[config.mk]
export PLATFORM = sky130hd
export DESIGN_NAME = gf32_mul_arbiter
export DESIGN_NICKNAME = d
export VERILOG_FILES = /design/src/rtl/sdith_arb_pkg.sv /design/src/rtl/arb_tag_fifo.sv /design/src/rtl/gf32_mul_arbiter.sv
export SDC_FILE = /design/constraint.sdc
export NUM_CORES = 1
export LEC_CHECK = 0
export ABC_AREA = 0
export CORE_MARGIN = 3
export CORE_UTILIZATION = 30
export DETAILED_ROUTE_END_ITERATION = 12
export SLEW_MARGIN = 20
export SYNTH_ARGS = -nofsm -noshare
export SYNTH_HDL_FRONTEND = slang
export SYNTH_SLANG_ARGS = --single-unit
[constraint.sdc]
create_clock -name i_clk -period 2.48 [get_ports i_clk]
set_input_delay 0.496 -clock i_clk [delete_from_list [all_inputs] [get_ports i_clk]]
set_output_delay 0.496 -clock i_clk [all_outputs]
set_load 0.05 [all_outputs]
[src/rtl/sdith_arb_pkg.sv]
// Shared definitions for the multiplier-sharing arbiter.
//   clog2      : ceiling log2 for parameter derivation.
//   cid_width  : client-id width for a given client count (never below 1).
//   ERR_*      : bit positions inside the sticky o_err vector.
package sdith_arb_pkg;

  localparam int unsigned ERR_OVERRUN  = 0;
  localparam int unsigned ERR_SPURIOUS = 1;
  localparam int unsigned ERR_W        = 2;

  function automatic int unsigned clog2(input int unsigned n);
    int unsigned r;
    r = 0;
    for (int unsigned i = 0; i < 32; i++) begin
      if ((64'd1 << i) < 64'(n)) r = i + 1;
    end
    return r;
  endfunction

  function automatic int unsigned cid_width(input int unsigned n);
    return (n < 2) ? 1 : clog2(n);
  endfunction

endpackage

[src/rtl/arb_tag_fifo.sv]
// Synchronous FIFO of client ids, used to route in-order multiplier results
// back to the client that issued them.
//   i_clk, i_rst_n : clock, asynchronous active-low reset
//   i_push, i_data : write an id (caller guarantees not full unless popping)
//   i_pop, o_data  : remove head id; o_data is the current head
//   o_full, o_empty: occupancy flags
// Push and pop on the same edge are legal, including at full.
// DEPTH must be a power of two and at least 2.
module arb_tag_fifo
  import sdith_arb_pkg::*;
#(
  parameter int unsigned DEPTH = 4,
  parameter int unsigned W     = 1
) (
  input  logic         i_clk,
  input  logic         i_rst_n,
  input  logic         i_push,
  input  logic [W-1:0] i_data,
  input  logic         i_pop,
  output logic [W-1:0] o_data,
  output logic         o_full,
  output logic         o_empty
);

  localparam int unsigned AW = clog2(DEPTH);

  logic [W-1:0] mem_q [DEPTH];
  // Pointers carry one extra wrap bit to tell full from empty.
  logic [AW:0]  wptr_q, wptr_d;
  logic [AW:0]  rptr_q, rptr_d;

  always_comb begin
    wptr_d = wptr_q + (AW + 1)'(i_push);
    rptr_d = rptr_q + (AW + 1)'(i_pop);
  end

  assign o_data  = mem_q[rptr_q[AW-1:0]];
  assign o_empty = (wptr_q == rptr_q);
  assign o_full  = (wptr_q[AW] != rptr_q[AW]) && (wptr_q[AW-1:0] == rptr_q[AW-1:0]);

  always_ff @(posedge i_clk or negedge i_rst_n) begin
    if (!i_rst_n) begin
      wptr_q <= '0;
      rptr_q <= '0;
      for (int unsigned i = 0; i < DEPTH; i++) mem_q[i] <= '0;
    end else begin
      wptr_q <= wptr_d;
      rptr_q <= rptr_d;
      // At full with a pop, this overwrites the head slot being read out.
      if (i_push) mem_q[wptr_q[AW-1:0]] <= i_data;
    end
  end

endmodule

[src/rtl/gf32_mul_arbiter.sv]
// Round-robin arbiter sharing one pipelined, in-order, fixed-latency field
// multiplier among N_CLIENTS requesters.
//   i_start/i_x/i_y : per-client request pulse and packed operands
//   o_busy          : client has a buffered, not yet issued request
//   o_done/o_o      : per-client result strobe and result value
//   o_mul_*/i_mul_* : shared multiplier issue and return interface
//   o_err           : sticky [ERR_OVERRUN] client overrun, [ERR_SPURIOUS] stray i_mul_done
module gf32_mul_arbiter
  import sdith_arb_pkg::*;
#(
  parameter int unsigned N_CLIENTS = 2,
  parameter int unsigned WIDTH     = 32,
  parameter int unsigned MAX_OUT   = 4,
  parameter int unsigned CID_W     = cid_width(N_CLIENTS)
) (
  input  logic                       i_clk,
  input  logic                       i_rst_n,
  input  logic [N_CLIENTS-1:0]       i_start,
  input  logic [N_CLIENTS*WIDTH-1:0] i_x,
  input  logic [N_CLIENTS*WIDTH-1:0] i_y,
  output logic [N_CLIENTS-1:0]       o_busy,
  output logic [N_CLIENTS-1:0]       o_done,
  output logic [WIDTH-1:0]           o_o,
  output logic                       o_mul_start,
  output logic [WIDTH-1:0]           o_mul_x,
  output logic [WIDTH-1:0]           o_mul_y,
  input  logic [WIDTH-1:0]           i_mul_o,
  input  logic                       i_mul_done,
  output logic [ERR_W-1:0]           o_err
);

  logic [N_CLIENTS-1:0] pending_q, pending_d;
  logic [WIDTH-1:0]     op_x_q [N_CLIENTS];
  logic [WIDTH-1:0]     op_x_d [N_CLIENTS];
  logic [WIDTH-1:0]     op_y_q [N_CLIENTS];
  logic [WIDTH-1:0]     op_y_d [N_CLIENTS];
  logic [CID_W-1:0]     last_grant_q, last_grant_d;
  logic                 mul_start_q, mul_start_d;
  logic [WIDTH-1:0]     mul_x_q, mul_x_d;
  logic [WIDTH-1:0]     mul_y_q, mul_y_d;
  logic [N_CLIENTS-1:0] done_q, done_d;
  logic [WIDTH-1:0]     o_q, o_d;
  logic [ERR_W-1:0]     err_q, err_d;

  logic                 grant_vld;
  logic [CID_W-1:0]     grant_id;
  logic                 issue;
  logic [N_CLIENTS-1:0] grant_oh;
  logic [N_CLIENTS-1:0] accept;
  logic                 pop;
  logic                 fifo_full, fifo_empty;
  logic [CID_W-1:0]     fifo_head;

  // Round-robin: first pending client at or after last_grant+1, wrapping.
  always_comb begin
    int unsigned cand;
    logic [CID_W-1:0] cand_id;
    grant_vld = 1'b0;
    grant_id  = '0;
    cand      = 0;
    cand_id   = '0;
    for (int unsigned i = 0; i < N_CLIENTS; i++) begin
      cand = i + 32'(last_grant_q) + 1;
      if (cand >= N_CLIENTS) cand = cand - N_CLIENTS;
      cand_id = CID_W'(cand);
      if (!grant_vld && pending_q[cand_id]) begin
        grant_vld = 1'b1;
        grant_id  = cand_id;
      end
    end
  end

  assign pop = i_mul_done && !fifo_empty;
  // A same-edge pop frees a slot, so a full FIFO does not block issue then.
  assign issue = grant_vld && (!fifo_full || pop);

  always_comb begin
    grant_oh = '0;
    if (issue) grant_oh[grant_id] = 1'b1;
  end

  // A client being issued this edge may refill its buffer on the same edge.
  assign accept = i_start & (~pending_q | grant_oh);

  always_comb begin
    pending_d    = (pending_q & ~grant_oh) | accept;
    last_grant_d = last_grant_q;
    mul_start_d  = issue;
    mul_x_d      = mul_x_q;
    mul_y_d      = mul_y_q;
    done_d       = '0;
    o_d          = o_q;
    err_d        = err_q;
    for (int unsigned c = 0; c < N_CLIENTS; c++) begin
      op_x_d[c] = op_x_q[c];
      op_y_d[c] = op_y_q[c];
      if (accept[c]) begin
        op_x_d[c] = i_x[WIDTH*c +: WIDTH];
        op_y_d[c] = i_y[WIDTH*c +: WIDTH];
      end
    end
    if (issue) begin
      mul_x_d      = op_x_q[grant_id];
      mul_y_d      = op_y_q[grant_id];
      last_grant_d = grant_id;
    end
    if (pop) begin
      done_d[fifo_head] = 1'b1;
      o_d               = i_mul_o;
    end
    if (|(i_start & pending_q & ~grant_oh)) err_d[ERR_OVERRUN] = 1'b1;
    if (i_mul_done && fifo_empty) err_d[ERR_SPURIOUS] = 1'b1;
  end

  always_ff @(posedge i_clk or negedge i_rst_n) begin
    if (!i_rst_n) begin
      pending_q    <= '0;
      last_grant_q <= CID_W'(N_CLIENTS - 1);
      mul_start_q  <= 1'b0;
      mul_x_q      <= '0;
      mul_y_q      <= '0;
      done_q       <= '0;
      o_q          <= '0;
      err_q        <= '0;
      for (int unsigned c = 0; c < N_CLIENTS; c++) begin
        op_x_q[c] <= '0;
        op_y_q[c] <= '0;
      end
    end else begin
      pending_q    <= pending_d;
      last_grant_q <= last_grant_d;
      mul_start_q  <= mul_start_d;
      mul_x_q      <= mul_x_d;
      mul_y_q      <= mul_y_d;
      done_q       <= done_d;
      o_q          <= o_d;
      err_q        <= err_d;
      for (int unsigned c = 0; c < N_CLIENTS; c++) begin
        op_x_q[c] <= op_x_d[c];
        op_y_q[c] <= op_y_d[c];
      end
    end
  end

  arb_tag_fifo #(
    .DEPTH (MAX_OUT),
    .W     (CID_W)
  ) u_tag_fifo (
    .i_clk   (i_clk),
    .i_rst_n (i_rst_n),
    .i_push  (issue),
    .i_data  (grant_id),
    .i_pop   (pop),
    .o_data  (fifo_head),
    .o_full  (fifo_full),
    .o_empty (fifo_empty)
  );

  assign o_busy      = pending_q;
  assign o_done      = done_q;
  assign o_o         = o_q;
  assign o_mul_start = mul_start_q;
  assign o_mul_x     = mul_x_q;
  assign o_mul_y     = mul_y_q;
  assign o_err       = err_q;

endmodule

==> impl_results.md <==
- Status: completed
- Met2 Usage GRT: 0.2466
- Measured slew at the worst slew-check pin: 0.5816 ns
- Clock sink total: approximately 240
- Synth Instances: 621
- P per Cell Area: approximately 1600 nW/um2
- Slew Limit Fails: 0
- RSZ-0062 raised after global routing: no
- CTS root buffer: clkbuf_16
- Insertion delay to the later sink of the worst-skew pair: ~0.53 ns
- Placed standard-cell area: 12880 um2
- Vias per cell: ~4.9
- LEAKAGE: ~6 nW
- Cell variety after synth: 33
- Final Cycle Share: 0.9136
- WHS: roughly 0.47 ns
- Fill cell count: 2842
- CP delay by family, top: buffers and inverters
- Core area: between 30000 and 40000 um2
- Initial DRC count: around 230
- Largest fanout on the critical path: 2
- Commonest non-fill, non-tap cell in the layout: clkdlybuf4s50_1
- Comb pwr share: 0.491
- Minimum clock period: between 2 and 2.5 ns
- Most frequent cells in the layout: clkdlybuf4s50_1, dfrtp_1, mux2_2
- Synth area leaders: dfrtp_1, mux2_2, a221o_1, and3_1, mux2_1
- Mapped Area: roughly 9500 um2
- GRT Util Overall: 0.1481
- Skew final: 0.007866 ns
- DRC viols: 0
- Post-synth net total: a little under 800
- Port Buffers: between 200 and 300
- CTS H-tree depth: 1
- FMAX: about 0.44 GHz
- Total number of vias: between 6000 and 7000
- Hold Vio Cnt, Final: 0
- CTS clock-pin slew for the worst setup and hold paths: roughly 0.060 ns
- Signal arrival time at the worst endpoint: 1.77 ns
- Clock Path Buffers: 3
- Fin util: 0.4464
- HPWL after detailed placement: between 15000 and 20000 um
- Max-slew headroom: 0.6110
- Worst Hold Class: reg -> reg
- GPL Wtd Cong: 0.7048
- Share of the synthesized area in the top cell type: 0.6328
- CP required: about 2.0 ns
- CP Capture Type: output port
- CP max stage cell: clkdlybuf4s50_1
- Met3 usage: 0.04658
- Clk pwr share: 0.185
- Antenna cells: 0
- CTS Buf Count: 28
- CTS tree: done
- NumNets Final: roughly 1100
- # setup viols final: 0
- I/O pin total: between 200 and 300
- Grt total ovfl: 0
- Seq/Total Area, Yosys: 0.6356
- Seq pwr share: 0.325
- Vias in the first global route: 6824
- Int Pwr: ~0.013 W
- Reg-to-reg slack, setup: 0.29 ns
- M1 GR Usage: 0.1888
- Routed len/inst: between 15 and 20 um
- Die X: 184.2 um
- Setup CP Type: reg -> out
- Max_cap viols: 0
- Final ANT Viol Nets: 0
- WP buf/inv: 1
- Register area: 6057 um2
- Net switching power: a little under 0.009 W
- Area Growth Syn to Fin: 44.77%
- Postcts setup bufs: 0
- Grt peak-use layer: met2
- First-pass GRT wire length: a little under 40000 um
- Final non-filler cell area: about 14000 um2
- Worst vdd ir: roughly 0.70 mV
- Seq cells post-synth: about 240
- Critical Path Start Type: flip-flop
- Antenna violations before repair: 1
- Delay of the slowest critical-path stage: between 0.8 and 0.9 ns
- Synth Warn #: 0
- Row count: 64
- Yosys top cell by area: dfrtp_1
- Initial core utilization: 0.3083
- Avg Cell Area, Syn: 15.35 um2
- Die span in y: around 180 um
- Proportion of layout cells with a drive suffix above 1: 0.2367
- Switching share of total power: 0.4002
- Largest net degree at the start of global routing: 57
- Multi-input gate area: 3252 um2
- Full die area: roughly 34000 um2
- Final wirelength: between 20000 and 30000 um
- Pre-Repair DR Iteration Count: 4
- Cell Chain, Critical Path: clkdlybuf4s50_1
power by group through the flow:
| stage | logic, W | registers, W | clock network, W |
|---|---|---|---|
| final | 0.0108 | 0.00712 | 0.00405 |
| after global routing | 0.0115 | 0.00736 | 0.00432 |
| after CTS | 0.0109 | 0.00713 | 0.00416 |
| after detailed placement | 0.0109 | 0.00716 | 0 |
| after global placement | 0.0108 | 0.00714 | 0 |
| after floorplan | 0.00434 | 0.00982 | 0 |
cell type report:
class                           instances  share of cell area
Multi-Input combinational cell        332              0.2357
Timing Repair Buffer                  297              0.2233
Tap cell                              396             0.03591
Sequential cell                       242              0.4390
Clock inverter                          7            0.006801
Inverter                                3           0.0008162
Clock buffer                           40             0.05849
synthesized netlist by cell type:
cell type and count:
nand2_1 7, a221o_1 64, a31oi_1 1, nor3_1 1
xnor2_1 3, mux2_1 28, o41ai_4 1, or2_2 1
a21o_1 1, nand2b_1 1, dfrtp_1 241, o41ai_2 2
dfstp_2 1, mux4_2 1, a41o_1 1, xor2_1 4
inv_1 2, o21ai_0 1, nor2_1 2, a21boi_0 1
ha_1 4, nor3b_1 2, a21oi_4 1, inv_2 1
nand3_1 2, nor4_1 1, a21boi_1 1, and3_1 65
buf_2 11, buf_4 14, clkbuf_1 18, mux2_2 136
buf_1 1
state kept, by name, summed over array words and instances (netlist names):
name               count
op_x_q                64
op_y_q                64
o_mul_x               32
o_mul_y               32
o_o                   32
u_tag_fifo.mem_q       4
u_tag_fifo.rptr_q      3
u_tag_fifo.wptr_q      3
o_busy                 2
o_done                 2
o_err                  2
last_grant_q           1
o_mul_start            1
stage by stage:
stage,setup WS (ns),TNS [ns],power [W],cells
final,0.2143,0,0.02192,1317
after global routing,0.1565,0,0.02314,1317
after CTS,0.0008173,0,0.02221,1317
after detailed placement,-0.08512,-4.070,0.01810,1269
after global placement,-0.03069,-1.150,0.01791,1269
after floorplan,0.2473,0,0.01415,621
cells by family (layout without fill, tap and decap cells):
family                   after synthesis  in the layout  share of synthesized area
multiplexers                         165            165                     0.1961
buffers and inverters                 47            347                    0.02547
AND/OR/NAND/NOR                       82             82                    0.05133
AO/OA/AOI/OAI                         74             74                    0.07982
XOR/XNOR                               7              7                   0.006433
flip-flops                           242            242                     0.6356
adder cells (fa/ha/maj)                4              4                   0.005252
worst paths after layout:
check                               endpoint  cells after the start                 start
worst max-delay path              o_mul_y[1]                      1            o_mul_y[1]
worst min-delay path                o_err[1]                      1              o_err[1]
worst max register to register    op_y_q[33]                      6  u_tag_fifo.rptr_q[1]
worst min register to register      o_err[1]                      1              o_err[1]
max in group asynchronous       last_grant_q                      3               i_rst_n
min in group asynchronous        o_mul_y[12]                      2               i_rst_n
per-layer routing:
layer  share of wire  up-vias  wire length, um
met5         0.00050        -               13
met4           0.019        2              485
met3           0.082       34             2136
met2            0.47      208            12330
met1            0.43     3265            11090
li1                -     2889                -
repair_timing:
action | in CTS | in global routing
hold buffers | 1 | 0
endpoints found under the setup margin | 0 | 1
gates resized for setup | 0 | 1
endpoints found under the hold margin | 50 | 0
No activity file was read; power rests on OpenSTA's default activity.
